[src/rtl/puf_resp_gen_pkg.sv]
// Shared types and helpers for the PUF response generator.
package puf_resp_gen_pkg;

    typedef enum logic [2:0] {
        ST_IDLE,
        ST_MEAS,
        ST_GAP,
        ST_CMP,
        ST_OUT
    } state_t;

    // Width of the measurement index: two measurements per response bit.
    function automatic int chal_width(input int n_bits);
        return $clog2(2 * n_bits);
    endfunction

endpackage

[src/rtl/puf_timeout_cnt.sv]
// Measurement watchdog: counts cycles while running, flags the last allowed cycle.
module puf_timeout_cnt #(
    parameter int TIMEOUT = 1024
) (
    input  logic clk,
    input  logic rst,
    input  logic i_clr,
    input  logic i_run,
    output logic o_expired
);

    localparam int W = $clog2(TIMEOUT + 1);
    localparam logic [W-1:0] LAST = W'(TIMEOUT - 1);

    logic [W-1:0] cnt;

    // Cycle counter, held at zero whenever the owner is not measuring.
    always_ff @(posedge clk) begin
        // NOTE: sequential state uses non-blocking assignments so every flop
        // samples the pre-edge values regardless of statement order.
        if (rst || i_clr) begin
            cnt <= '0;
        end else if (i_run && (cnt != LAST)) begin
            cnt <= cnt + 1'b1;
        end
    end

    // Expiry lands on the TIMEOUT-th running cycle.
    assign o_expired = i_run && (cnt == LAST);

endmodule

[src/rtl/puf_resp_gen.sv]
// PUF response generator: measures ring-oscillator counts in pairs and packs
// one comparison bit per pair into a response word.
module puf_resp_gen
    import puf_resp_gen_pkg::*;
#(
    parameter int  CNT_BIT_SIZE = 5,
    parameter int  N_BITS       = 8,
    parameter int  GAP          = 2,
    parameter int  TIMEOUT      = 1024,
    localparam int CW           = chal_width(N_BITS)
) (
    input  logic                    clk,
    input  logic                    rst,
    input  logic                    i_start,
    input  logic                    i_puf_valid,
    input  logic [CNT_BIT_SIZE-1:0] i_puf_count,
    output logic                    o_puf_en,
    output logic [CW-1:0]           o_challenge,
    output logic [N_BITS-1:0]       o_resp,
    output logic                    o_resp_valid,
    input  logic                    i_resp_ready,
    output logic                    o_busy,
    output logic                    o_err,
    output logic                    o_tie
);

    localparam int GW = $clog2(GAP + 1);
    localparam logic [GW-1:0] GAP_LAST = GW'(GAP - 1);
    localparam logic [CW-1:0] LAST_IDX = CW'(2 * N_BITS - 1);

    state_t                  state_q;
    state_t                  state_d;
    logic [CNT_BIT_SIZE-1:0] reg_a;
    logic [CNT_BIT_SIZE-1:0] reg_b;
    logic                    valid_q;
    logic                    valid_edge;
    logic [GW-1:0]           gap_cnt;
    logic                    gap_done;
    logic                    expired;

    assign valid_edge = i_puf_valid && !valid_q;
    assign gap_done   = (gap_cnt == GAP_LAST);

    puf_timeout_cnt #(
        .TIMEOUT (TIMEOUT)
    ) u_timeout (
        .clk       (clk),
        .rst       (rst),
        .i_clr     (state_q != ST_MEAS),
        .i_run     (state_q == ST_MEAS),
        .o_expired (expired)
    );

    // State register.
    always_ff @(posedge clk) begin
        if (rst) state_q <= ST_IDLE;
        else     state_q <= state_d;
    end

    // Next-state decode.
    always_comb begin
        // NOTE: default first so every path assigns state_d and no latch forms.
        state_d = state_q;
        case (state_q)
            ST_IDLE: if (i_start) state_d = ST_MEAS;
            ST_MEAS: begin
                if (valid_edge)   state_d = ST_GAP;
                else if (expired) state_d = ST_IDLE;
            end
            ST_GAP:  if (gap_done) state_d = o_challenge[0] ? ST_CMP : ST_MEAS;
            ST_CMP:  state_d = (o_challenge == LAST_IDX) ? ST_OUT : ST_MEAS;
            ST_OUT:  if (i_resp_ready) state_d = ST_IDLE;
            default: state_d = ST_IDLE;
        endcase
    end

    // Gap length counter, restarted on every GAP entry.
    always_ff @(posedge clk) begin
        if (rst || (state_q != ST_GAP)) gap_cnt <= '0;
        else if (!gap_done)             gap_cnt <= gap_cnt + 1'b1;
    end

    // Measurement capture, index stepping, bit compare and status flags.
    always_ff @(posedge clk) begin
        if (rst) begin
            o_challenge <= '0;
            o_resp      <= '0;
            o_err       <= 1'b0;
            o_tie       <= 1'b0;
            reg_a       <= '0;
            reg_b       <= '0;
            valid_q     <= 1'b0;
        end else begin
            valid_q <= i_puf_valid;
            case (state_q)
                ST_IDLE: begin
                    if (i_start) begin
                        o_challenge <= '0;
                        o_resp      <= '0;
                        o_err       <= 1'b0;
                        o_tie       <= 1'b0;
                    end
                end
                ST_MEAS: begin
                    if (valid_edge) begin
                        if (o_challenge[0]) reg_b <= i_puf_count;
                        else                reg_a <= i_puf_count;
                    end else if (expired) begin
                        o_err <= 1'b1;
                    end
                end
                ST_GAP: begin
                    if (gap_done && !o_challenge[0]) o_challenge <= o_challenge + 1'b1;
                end
                ST_CMP: begin
                    // Shift right so pair k settles at bit k after the last pair.
                    o_resp <= {(reg_a > reg_b), o_resp[N_BITS-1:1]};
                    if (reg_a == reg_b) o_tie <= 1'b1;
                    if (o_challenge != LAST_IDX) o_challenge <= o_challenge + 1'b1;
                end
                default: ;
            endcase
        end
    end

    // State-decoded outputs, registered from the next state so they align with it.
    always_ff @(posedge clk) begin
        if (rst) begin
            o_puf_en     <= 1'b0;
            o_busy       <= 1'b0;
            o_resp_valid <= 1'b0;
        end else begin
            o_puf_en     <= (state_d == ST_MEAS);
            o_busy       <= (state_d != ST_IDLE);
            o_resp_valid <= (state_d == ST_OUT);
        end
    end

endmodule

[config.mk]
export PLATFORM = sky130hd
export DESIGN_NAME = puf_resp_gen
export DESIGN_NICKNAME = d
export VERILOG_FILES = /design/src/rtl/puf_resp_gen_pkg.sv /design/src/rtl/puf_timeout_cnt.sv /design/src/rtl/puf_resp_gen.sv
export SDC_FILE = /design/constraint.sdc
export NUM_CORES = 1
export LEC_CHECK = 0
export ABC_AREA = 1
export CORE_UTILIZATION = 49
export DETAILED_ROUTE_END_ITERATION = 16
export PLACE_DENSITY = 0.84
export SLEW_MARGIN = 40
export SYNTH_ARGS = -nofsm -noshare
export SYNTH_HDL_FRONTEND = slang
export SYNTH_HIERARCHICAL = 1
export SYNTH_SLANG_ARGS = --single-unit
[constraint.sdc]
create_clock -name clk -period 1.7 [get_ports clk]
set_input_delay 0.34 -clock clk [delete_from_list [all_inputs] [get_ports clk]]
set_output_delay 0.34 -clock clk [all_outputs]
set_load 0.01 [all_outputs]
==> flow_metrics.py, run 1 <==
metrics = {
    "clock_network": {
        "htreeDepth": 2,
        "clock_path_buffers": 2,
        "cts_tree": "built",
        "cts_made_buffers": 5,
        "clk_latency_ns": 0.30,
        "cts-root-buf": "clkbuf_8",
        "cts.sinks": 44,
        "cts-hold-fix-buffers": 0,
        "clkTransAtPathRegs_ns": 0.08,
    },
    "synth": {
        "muxShareOfSynthArea_pct": 0,
        "ys_ff_latch": 44,
        "ys_types": 28,
        "yosysTopAreaCellShare_pct": 41.4,
        "synth_top_family_by_area": "simple AND/OR/NAND/NOR gates",
        "ys_warn_count": 6,
        "yosys-top-cells-area": "dfxtp_1 (41%), nand2_1 (11%), a21oi_1 (8.0%)",
        "syn_nets": 314,
        "synthAdderAreaFrac_pct": 5.29,
        "synth_compound_area_share_pct": 12.3,
        "synth_simple_gate_area_share_pct": 31.7,
        "synth-xor-area-share_pct": 0.412,
        "synth_top_area_cell": "dfxtp_1",
        "synth_seq_area_share_pct": 41.4,
        "synth_cells": 295,
        "netlist_area_um2": 2130,
        "syn_area_per_cell_um2": 7.21,
    },
    "layout": {
        "diodes": 0,
        "final_common_cell": "nand2_1",
        "fin_nets": 357,
        "drive_gt1_share_pct": 17.5,
        "final_cell_mix": "nand2_1 (64), dfxtp_1 (40), nor2_1 (37)",
        "area_growth_pct": 24.0,
        "final_area_um2": 2640,
        "multiInputGateArea_um2": 1080,
        "post-route-util_pct": 64.6,
        "fill_cells": 364,
        "area.sequential_um2": 888,
        "instances_no_fill": 388,
    },
    "placed_design": {
        "placedCellCount": 379,
        "portBuffers": 26,
        "place_congestion": 0.783,
        "dpl_cell_area_um2": 2530,
        "dpl_worst_slack_ns": 0.0288,
        "dpl.hpwl_mm": 3.33,
    },
    "setup_path": {
        "critPathLaunchType": "flip-flop",
        "crit_slowest_cell": "clkdlybuf4s50_1",
        "regToRegStartpoint": "state_q[2]",
        "endpoint": "o_challenge[0]",
        "r2r_cells": 14,
        "cp_max_fo": 5,
        "path_cells": "clkdlybuf4s50_1",
        "critPathRequiredTime_ns": 1.36,
        "reg2reg_slack_ns": 0.10,
        "cp_num_buf_inv": 1,
        "end_kind": "output port",
        "path_delay_family": "buffers and inverters",
        "cp.depth": 1,
        "worstSetupStartpoint": "o_challenge[0]",
        "path_class": "flip-flop to output port",
        "crit_arrival_ns": 1.29,
        "r2r-end": "o_busy",
        "cp_slowest_stage_delay_ns": 0.57,
    },
    "sta": {
        "timing.final.ws_setup_ns": 0.0705,
        "finalSetupViolCount": 0,
        "clock_skew_ns": 0.0102,
        "timing.hold.ws_ns": 0.461,
        "fin_crit_ns": 1.63,
        "slew_headroom_pct": 72.8,
        "hold_violations": 0,
        "timing.final.crit_share_pct": 95.9,
        "max_freq_ghz": 0.614,
        "tightest_slew_ns": 0.408,
        "slew_violations": 0,
    },
    "global_routing": {
        "track_usage_pct": 21.1,
        "grt_pass1_wl_mm": 7.18,
        "grt_pass1_vias": 1683,
        "grt_max_degree": 15,
        "overflow": 0,
        "antenna_found_initial": 0,
    },
    "pwr": {
        "seq_power_share_pct": 55.2,
        "power.switching_uw": 505,
        "internal_power_uw": 1430,
        "peakVddDrop_mv": 0.383,
        "power.leakage_uw": 0.00104,
        "combPwrFrac_pct": 12.4,
        "swShare_pct": 26.1,
        "clkPwrFrac_pct": 32.4,
        "power.density_nw_per_um2": 735,
    },
    "run": {
        "drv_cap": 0,
    },
    "routing": {
        "drc": 0,
        "final_antenna_net_count": 0,
        "drtIter0Drc": 109,
        "wirelength_mm": 4.60,
        "avgRoutedWirePerCell_um": 11.9,
        "viasPerCell": 5.00,
        "dr.pass1.iters": 4,
        "vias": 1940,
    },
    "min_path": {
        "hold_depth": 2,
        "hold_path_class": "flip-flop to flip-flop",
    },
    "floorplanning": {
        "dieArea_um2": 4610,
        "core_um2": 4090,
        "die_y_um": 67.9,
        "floorplan.rows": 23,
        "die_w_um": 67.9,
        "ios": 27,
        "initial_utilization_pct": 52.1,
    },
    "outcome": {
        "status": "completed",
    },
}
-- worst min-delay path by stage --
| stage | from | end | slack (ns) |
|---|---|---|---|
| after global routing | reg_b[4] | reg_b[4] | 0.48 |
| after CTS | reg_b[1] | reg_b[1] | 0.46 |
| after detailed placement | o_tie | o_tie | 0.45 |
| final | o_tie | o_tie | 0.46 |
| after global placement | o_tie | o_tie | 0.44 |
| after floorplan | reg_b[2] | reg_b[2] | 0.43 |
-- stage by stage --
step	total power, µW	TNS [ns]
4_1_cts	1950	0
6_report	1940	0
3_5_place_dp	1330	0
3_3_place_gp	1320	0
5_1_grt	2040	-0.0857
2_1_floorplan	1240	0
-- logic make-up (layout without fill, tap and decap cells) --
| group | count (synthesis) | count (layout) |
|---|---|---|
| flip-flops | 44 | 44 |
| AO/OA/AOI/OAI | 51 | 51 |
| adder cells (fa/ha/maj) | 9 | 9 |
| XOR/XNOR | 1 | 1 |
| AND/OR/NAND/NOR | 145 | 145 |
| buffers and inverters | 45 | 88 |
-- cells in the mapped netlist --
library cell,count
o21ai_0,13
a21oi_2,1
or2_2,1
o21bai_1,1
nand3b_1,2
buf_6,2
nor3b_1,1
clkbuf_1,2
nor3_1,3
nor2_4,1
nand2_4,2
ha_1,9
nand3_2,7
xor2_1,1
nand2_1,65
a21oi_1,34
o21ai_1,1
nor2_1,38
nor2_2,8
buf_2,1
dfxtp_1,44
nand2_2,2
nand4_1,2
inv_2,2
inv_1,37
nand3_1,13
buf_4,1
a31oi_1,1
-- power groups by stage --
| stage | Clock (µW) | Sequential (µW) | Combinational, µW |
|---|---|---|---|
| after floorplan | 0 | 1100 | 144 |
| after global placement | 0 | 1090 | 229 |
| after detailed placement | 0 | 1090 | 234 |
| after CTS | 643 | 1070 | 235 |
| after global routing | 694 | 1070 | 271 |
| final | 628 | 1070 | 241 |
-- per-layer routing --
| metal | routed length [µm] | global-route usage [%] |
|---|---|---|
| met5 | 0 | 0 |
| met4 | 113 | 10.7 |
| met3 | 175 | 5.50 |
| met2 | 2130 | 33.3 |
| met1 | 2180 | 26.4 |
-- area by class of cell --
| cell class | count | area share, % |
|---|---|---|
| clock inverters | 2 | 0.474 |
| multi-input cells | 206 | 40.9 |
| repair buffers | 42 | 14.4 |
| well taps | 50 | 2.37 |
| clock buffers | 5 | 2.61 |
| flip-flops and latches | 44 | 33.6 |
| inverters | 39 | 5.55 |
-- timing repair --
item | 4_1_cts | 5_1_grt
setup endpoints to repair | 0 | 3
gates resized for setup | 0 | 9
buffers inserted | 0 | 2
-- registers in the layout (all words and copies together) (netlist names) --
| signal | cells |
|---|---|
| u_timeout/cnt | 11 |
| o_resp | 8 |
| reg_b | 5 |
| gap_cnt | 2 |
| reg_a | 5 |
| o_resp_valid | 1 |
| state_q | 3 |
| o_err | 1 |
| o_challenge | 4 |
| o_busy | 1 |
| o_puf_en | 1 |
| valid_q | 1 |
| o_tie | 1 |
(Power assumes the default switching activity.)
==> run 2: changes to the inputs <==
--- a/config.mk
+++ b/config.mk
@@ -7,6 +7,7 @@
 export LEC_CHECK = 0
 export ABC_AREA = 1
 export CORE_UTILIZATION = 49
+export CTS_CLUSTER_SIZE = 14
 export DETAILED_ROUTE_END_ITERATION = 16
 export PLACE_DENSITY = 0.84
 export SLEW_MARGIN = 40
==> results of run 2 <==
No change in the layout: final DEF, timing and power equal those of run 1.
